## config.mk

```make
export PLATFORM = sky130hd
export DESIGN_NAME = enemy_bullet
export DESIGN_NICKNAME = d
export VERILOG_FILES = /design/src/rtl/enemy_bullet.sv
export SDC_FILE = /design/constraint.sdc
export NUM_CORES = 1
export LEC_CHECK = 0
export BUFFER_PORTS_ARGS = -buffer_cell sky130_fd_sc_hd__buf_2
export CORE_MARGIN = 4
export CORE_UTILIZATION = 35
export CTS_CLUSTER_DIAMETER = 100
export DETAILED_ROUTE_END_ITERATION = 8
export PLACE_DENSITY = 0.65
export SKIP_LAST_GASP = 1
export SYNTH_ARGS = -nofsm -noshare
export SYNTH_HDL_FRONTEND = slang
export SYNTH_SLANG_ARGS = --single-unit
```

## constraint.sdc

```tcl
create_clock -name clk_i -period 7.6 [get_ports clk_i]
set_input_delay 1.52 -clock clk_i [delete_from_list [all_inputs] [get_ports clk_i]]
set_output_delay 1.52 -clock clk_i [all_outputs]
set_load 0.02 [all_outputs]
```

## src/rtl/enemy_bullet.sv

```systemverilog
// enemy_bullet: single enemy projectile. Accepts a launch from the enemy
// formation, drops the bullet one step per frame tick, tests it against the
// player's span and emits a one-cycle hit pulse for the player's hit_i.
// Optional feature macro: ENEMY_BULLET_AUTOFIRE_EN (LFSR-driven self-launch).
module enemy_bullet #(
  parameter int unsigned speed_p      = 4,
  parameter int unsigned spawn_y_p    = 64,
  parameter int unsigned bottom_p     = 479,
  parameter int unsigned player_top_p = 440,
  parameter int unsigned player_bot_p = 470,
  parameter int unsigned bullet_w_p   = 2,
  parameter int unsigned bullet_h_p   = 8,
  parameter int unsigned cooldown_p   = 30
) (
  input  logic       clk_i,
  input  logic       reset_i,
  input  logic       frame_i,
  input  logic       freeze_i,
  input  logic       fire_req_i,
  input  logic [9:0] fire_x_i,
  output logic       fire_ack_o,
  input  logic [9:0] player_left_i,
  input  logic [9:0] player_right_i,
  output logic       hit_o,
  output logic       bullet_vld_o,
  output logic [9:0] bullet_x_o,
  output logic [9:0] bullet_y_o
);

  localparam int unsigned CntW     = (cooldown_p > 1) ? $clog2(cooldown_p + 1) : 1;
  localparam int unsigned CoolLast = (cooldown_p > 0) ? cooldown_p - 1 : 0;

  localparam logic [9:0]  SpawnY    = 10'(spawn_y_p);
  localparam logic [10:0] Speed     = 11'(speed_p);
  localparam logic [10:0] Bottom    = 11'(bottom_p);
  localparam logic [10:0] PlayerTop = 11'(player_top_p);
  localparam logic [10:0] PlayerBot = 11'(player_bot_p);
  localparam logic [10:0] BulletW   = 11'(bullet_w_p);
  localparam logic [10:0] BulletH   = 11'(bullet_h_p);

  typedef enum logic [3:0] {
    IDLE = 4'b0001,
    FALL = 4'b0010,
    HIT  = 4'b0100,
    COOL = 4'b1000
  } state_e;

  state_e          state_q, state_d;
  logic [9:0]      x_q, x_d;
  logic [9:0]      y_q, y_d;
  logic [CntW-1:0] cnt_q, cnt_d;
  logic            hit_q, hit_d;
  logic            vld_q, vld_d;

  logic            launch;
  logic [9:0]      launch_x;
  logic [10:0]     x_end;
  logic [10:0]     y_end;
  logic [10:0]     y_step;
  logic [9:0]      y_sat;
  logic            overlap;

  // External request is only ever acknowledged while idle and not paused.
  assign fire_ack_o = (state_q == IDLE) & fire_req_i & ~freeze_i;

`ifdef ENEMY_BULLET_AUTOFIRE_EN
  logic [9:0] lfsr_q, lfsr_d;
  logic [9:0] lfsr_mod;

  // Free-running Fibonacci LFSR (taps 10,7) and its folding into 0..599.
  always_comb begin
    lfsr_d   = {lfsr_q[8:0], lfsr_q[9] ^ lfsr_q[6]};
    lfsr_mod = (lfsr_q >= 10'd600) ? (lfsr_q - 10'd600) : lfsr_q;
  end

  // LFSR register; seeded non-zero so it never locks up.
  always_ff @(posedge clk_i) begin
    if (reset_i) lfsr_q <= 10'h001;
    else         lfsr_q <= lfsr_d;
  end

  // Idle and running means a shot always goes out; the external column wins.
  assign launch   = (state_q == IDLE) & ~freeze_i;
  assign launch_x = fire_ack_o ? fire_x_i : (lfsr_mod + 10'd8);
`else
  assign launch   = fire_ack_o;
  assign launch_x = fire_x_i;
`endif

  // Inclusive box overlap and saturating fall step, all in 11 bits so nothing wraps.
  always_comb begin
    x_end   = {1'b0, x_q} + BulletW - 11'd1;
    y_end   = {1'b0, y_q} + BulletH - 11'd1;
    overlap = (x_end >= {1'b0, player_left_i}) &&
              ({1'b0, x_q} <= {1'b0, player_right_i}) &&
              (y_end >= PlayerTop) &&
              ({1'b0, y_q} <= PlayerBot);
    y_step  = {1'b0, y_q} + Speed;
    y_sat   = y_step[10] ? 10'h3FF : y_step[9:0];
  end

  // Next-state logic: launch, fall/hit/retire, single-cycle hit, frame cooldown.
  always_comb begin
    state_d = state_q;
    x_d     = x_q;
    y_d     = y_q;
    cnt_d   = cnt_q;
    unique case (state_q)
      IDLE: begin
        if (launch) begin
          x_d     = launch_x;
          y_d     = SpawnY;
          state_d = FALL;
        end
      end
      FALL: begin
        // Hit takes precedence over the frame move in the same cycle.
        if (!freeze_i) begin
          if (overlap) begin
            state_d = HIT;
          end else if (frame_i) begin
            y_d = y_sat;
            if ({1'b0, y_sat} >= Bottom) begin
              state_d = COOL;
              cnt_d   = '0;
            end
          end
        end
      end
      HIT: begin
        state_d = COOL;
        cnt_d   = '0;
      end
      COOL: begin
        if (cooldown_p == 0) begin
          state_d = IDLE;
        end else if (frame_i && !freeze_i) begin
          if (cnt_q == CntW'(CoolLast)) begin
            state_d = IDLE;
            cnt_d   = '0;
          end else begin
            cnt_d = cnt_q + CntW'(1);
          end
        end
      end
      default: begin
        state_d = IDLE;
      end
    endcase
    hit_d = (state_d == HIT);
    vld_d = (state_d == FALL);
  end

  // State and output registers; reset clears any bullet in flight.
  always_ff @(posedge clk_i) begin
    if (reset_i) begin
      state_q <= IDLE;
      x_q     <= '0;
      y_q     <= '0;
      cnt_q   <= '0;
      hit_q   <= 1'b0;
      vld_q   <= 1'b0;
    end else begin
      state_q <= state_d;
      x_q     <= x_d;
      y_q     <= y_d;
      cnt_q   <= cnt_d;
      hit_q   <= hit_d;
      vld_q   <= vld_d;
    end
  end

  assign hit_o        = hit_q;
  assign bullet_vld_o = vld_q;
  assign bullet_x_o   = x_q;
  assign bullet_y_o   = y_q;

endmodule

```

## Yosys cells after proc, flatten, opt, wreduce, memory -nomap -nowiden

Cells that the tools add are included.

- Register bits: 31
- Bits in latches: 0
- Bits in writable memories: 0
- Memory bits (read-only): 0
- Bits of input ports: 35
- Output and inout port bits: 23
- Word-level logic and storage cells: 64
- Memories kept: 0

- $add $sub $neg: 6
- Multipliers: 0
- Divide/modulo/power cells: 0
- Magnitude comparators: 5
- Equal/unequal tests: 13
- Shift-type cells: 0
- Multiplexer cells: 21
- Bitwise logic cells: 3
- Reductions and logical operators: 10

Operators by type and width:

| cell | number |
|---|---|
| 2-to-1 mux 10 bit | 5 |
| 2-to-1 mux 5 bit | 6 |
| 2-to-1 mux 4 bit | 7 |
| subtractor 11 x 1 -> 11 bit (second input constant) | 2 |
| case mux 10 bit (2 select lines) | 1 |
| case mux 4 bit (4 select lines) | 1 |
| case mux 5 bit (3 select lines) | 1 |
| inequality test 2 bit (second input constant) | 6 |
| adder 10 x 2 -> 11 bit (second input constant) | 1 |
| adder 10 x 3 -> 11 bit (second input constant) | 1 |
| adder 10 x 4 -> 11 bit (second input constant) | 1 |
| >= comparator 11 x 10 -> 1 bit | 1 |
| >= comparator 11 x 9 -> 1 bit (second input constant) | 1 |
| >= comparator 10 x 9 -> 1 bit (second input constant) | 1 |
| <= comparator 10 bit | 1 |
| <= comparator 10 x 9 -> 1 bit (second input constant) | 1 |
| equality test 4 x 2 -> 1 bit (second input constant) | 2 |
| equality test 4 x 3 -> 1 bit (second input constant) | 2 |
| AND reduction 6 bit | 1 |
| adder 5 x 1 -> 5 bit (second input constant) | 1 |
| equality test 5 bit (second input constant) | 1 |
| AND reduction 5 bit | 1 |
| equality test 4 x 1 -> 1 bit (second input constant) | 1 |
| equality test 4 bit (second input constant) | 1 |
| 7 further kinds | 11 |

## Depth between registers and ports, before layout

- Word-level depth: 10
- Depth in mapped cells: 13
- Depth with buffers taken out: 12

## Worst setup path before layout

OpenSTA, ideal clock, no wires.

- Path kind: input port to output port
- Start: in freeze_i
- End: out fire_ack_o
- Arrival time: 2,859 ps
- Required time: 6,080 ps
- Path slack: 3,221 ps
- Cell stages on the path: 6
- Buffers on the path: 2
- Cell sequence: inv_1 > nand3_1 > or3b_2 > clkbuf_1 > inv_1 > buf_1

- Longest elaborated chain between the ends: 2

Ends and longest elaborated chain:

| what | line | RTL |
|---|---|---|
| from (decl) | 18 | `input logic freeze_i,` |
| inverter 1 bit | 64 | `assign fire_ack_o = (state_q == IDLE) & fire_req_i & ~freeze_i;` |
| bitwise AND 1 bit | 64 |  |
| to (decl) | 21 | `output logic fire_ack_o,` |

Every way passes these cells.

## Final worst setup path

Same ends and word-level chain as after synthesis.

==> impl_metrics.env <==
export IMPL_clk_latency_ns=0.29
export IMPL_cts_tree="yes"
export IMPL_synth_simple_area_share_pct=24.7
export IMPL_coreArea_um2=6830
export IMPL_hpwl_um=4970
export IMPL_clock_skew_ns=0.0135
export IMPL_critical_path_required_ns=6.08
export IMPL_postRouteAntennaNets=0
export IMPL_tightest_slew_ns=0.592
export IMPL_place_ws_ns=2.91
export IMPL_totalWireLength_um=6500
export IMPL_rsz0062_at_grt="false"
export IMPL_cts_root_buf="clkbuf_8"
export IMPL_post_synth_top_area_cell="dfxtp_1"
export IMPL_synthesis_nets=374
export IMPL_ios=58
export IMPL_cts_resized=0
export IMPL_synth_seq_cells=31
export IMPL_cp_max_fo=17
export IMPL_synthAdderAreaFrac_pct=13.6
export IMPL_vdd_drop_max_mv=0.0511
export IMPL_status="finished, final reports clean"
export IMPL_gp_congestion=0.842
export IMPL_grt_pass1_vias=2360
export IMPL_syn2layout_area_growth_pct=17.4
export IMPL_yosysWarningCount=0
export IMPL_synth_xor_area_share_pct=3.19
export IMPL_wl_per_cell_um=14.1
export IMPL_grt_overflow_total=0
export IMPL_grt_total_usage_pct=15.6
export IMPL_n_antenna_cell=0
export IMPL_final_nets=425
export IMPL_grt_pass1_wl_um=10900
export IMPL_synth_compound_area_share_pct=25.0
export IMPL_power_total_mw=0.361
export IMPL_synth_top_family_by_area="compound AO/OA/AOI/OAI gates"
export IMPL_drv_slew=0
export IMPL_clkTransAtPathRegs_ns=0.07
export IMPL_relSlewSlack_pct=60.0
export IMPL_synthFlopType="dfxtp_1"
export IMPL_fin_setup_tns_ns=0
export IMPL_ys_types=58
export IMPL_cp_arrival_ns=3.17
export IMPL_grt_max_degree=27
export IMPL_layout_drive_gt1_share_pct=22.2
export IMPL_post_cts_buffers=0
export IMPL_fill_cells=723
export IMPL_cp_start_kind="input pin"
export IMPL_routed_via_density=5.32
export IMPL_netlist_instances=313
export IMPL_synth_commonest_cells="nand2_1 (34), dfxtp_1 (31), inv_1 (30)"
export IMPL_die_area_um2=8460
export IMPL_ys_async_sr_fraction_pct=0
export IMPL_die_y_um=92.0
export IMPL_clockBufferDepth=2
export IMPL_synth_area_leaders="dfxtp_1 (25%), ha_1 (13%), nand2_1 (5.2%)"
export IMPL_synth_top_area_share_pct=25.1
export IMPL_synth_most_common_cell="nand2_1"
export IMPL_dieWidth_um=92.0
export IMPL_htreeDepth=2
export IMPL_period_minus_slack_ns=4.69
export IMPL_cts_buffers=5
export IMPL_muxShareOfSynthArea_pct=0.862
export IMPL_remaining_drc_errors=0
export IMPL_worst_setup_path_end_kind="output pin"
export IMPL_antenna_found_initial=0
export IMPL_clkSinkCount=31
export IMPL_via_count=2451
export IMPL_setup_viol=0
export IMPL_p_leak_nw=1.27
export IMPL_yosysSeqAreaShare_pct=25.1
export IMPL_drt_iter0_drc=203
export IMPL_clock_fmax_mhz=213
export IMPL_criticalPathCategory="in2out"
export IMPL_dr_pass1_iters=4
export IMPL_fin_crit_sh_pct=61.7
export IMPL_cts_hold_buf=0
export IMPL_hold_viol=0
export IMPL_start_util_pct=36.1
export IMPL_hold_path_class="reg2reg"
export IMPL_port_buffers=57
export IMPL_core_rowCount=30
export IMPL_cap_violations=0
export IMPL_syn_avg_cell_area_um2=7.89
export IMPL_pwr_density_cell_nw_per_um2=124
export IMPL_synth_edf_count=0
export IMPL_holdWs_ns=0.486
export IMPL_setup_slack_ns=2.91
export IMPL_mappedNetlistArea_um2=2470
[critical path, cell delays in order]
cell and delay (ns):
buf_2 0.10, inv_1 0.10, nand3_1 0.09, or3b_2 0.65, inv_1 0.43, buf_2 0.26
[state kept, by name, summed over array words and instances, names as in the netlist]
name and cells:
bullet_x_o 10, bullet_vld_o 1, cnt_q 5, state_q 4
hit_o 1, bullet_y_o 10
[metrics by stage]
stage               std cells  cell area (um2)  util (%)
floorplan                 313             2470         -
global placement          453             2810      41.1
detailed placement        453             2810      41.1
CTS                       461             2900      42.4
global route              461             2900      42.4
finish                    461             2900      42.4
[cell type report]
class / instances / area, um2 / share of cell area (%)
clock inverters: 3 / 20.0 / 0.691
well taps: 96 / 120 / 4.15
repair buffers: 58 / 293 / 10.1
inverters: 30 / 113 / 3.89
clock buffers: 5 / 68.8 / 2.37
flip-flops and latches: 31 / 621 / 21.4
multi-input cells: 238 / 1660 / 57.4
[layout by cell type, fill, tap and decap left out, types with 2 or more instances in the layout]
| cell type | instances |
|---|---|
| o2111ai_1 | 4 |
| nor2b_1 | 7 |
| a31o_2 | 3 |
| xor2_1 | 3 |
| clkbuf_8 | 5 |
| o41ai_2 | 3 |
| o211a_1 | 2 |
| nor4_1 | 2 |
| dfxtp_1 | 31 |
| o21a_1 | 4 |
| nand3_1 | 14 |
| clkinvlp_4 | 2 |
| o311ai_0 | 2 |
| or3_1 | 3 |
| xnor2_1 | 6 |
| nand2_1 | 34 |
| ha_1 | 26 |
| nand2b_1 | 4 |
| nor3_1 | 12 |
| nand3b_1 | 4 |
| and2_1 | 2 |
| a211oi_1 | 5 |
| and3_1 | 8 |
| o21ai_0 | 12 |
| nand4_1 | 7 |
| nor2_1 | 14 |
| buf_2 | 57 |
| a31oi_1 | 8 |
| inv_1 | 30 |
| a21oi_1 | 23 |
[metal layers]
| metal | global-route usage, % | part of all wire [%] |
|---|---|---|
| met5 | 0 | 0 |
| met2 | 27.0 | 49 |
| met3 | 3.61 | 6.0 |
| met1 | 19.6 | 44 |
| met4 | 3.84 | 1.1 |
[kinds of logic (layout without fill, tap and decap cells)]
kind of cell | after synthesis | count (layout)
AO/OA/AOI/OAI | 82 | 82
buffers and inverters | 44 | 96
XOR/XNOR | 9 | 9
AND/OR/NAND/NOR | 118 | 118
flip-flops | 31 | 31
multiplexers | 2 | 2
adder cells (fa/ha/maj) | 27 | 27
[power breakdown]
part | switching, mW | internal [mW]
clock network | 0.0680 | 0.0637
registers | 0.00755 | 0.166
logic | 0.0308 | 0.0241
[worst paths after layout]
path | start | to | slack, ns | cells past startpoint
setup / recovery | freeze_i | fire_ack_o | 2.91 | 6
hold / removal | cnt_q[4] | cnt_q[4] | 0.49 | 1
setup reg to reg | bullet_x_o[0] | bullet_vld_o | 4.30 | 13
hold reg to reg | cnt_q[4] | cnt_q[4] | 0.49 | 1
Note: power is estimated with default switching activity, not from simulation.
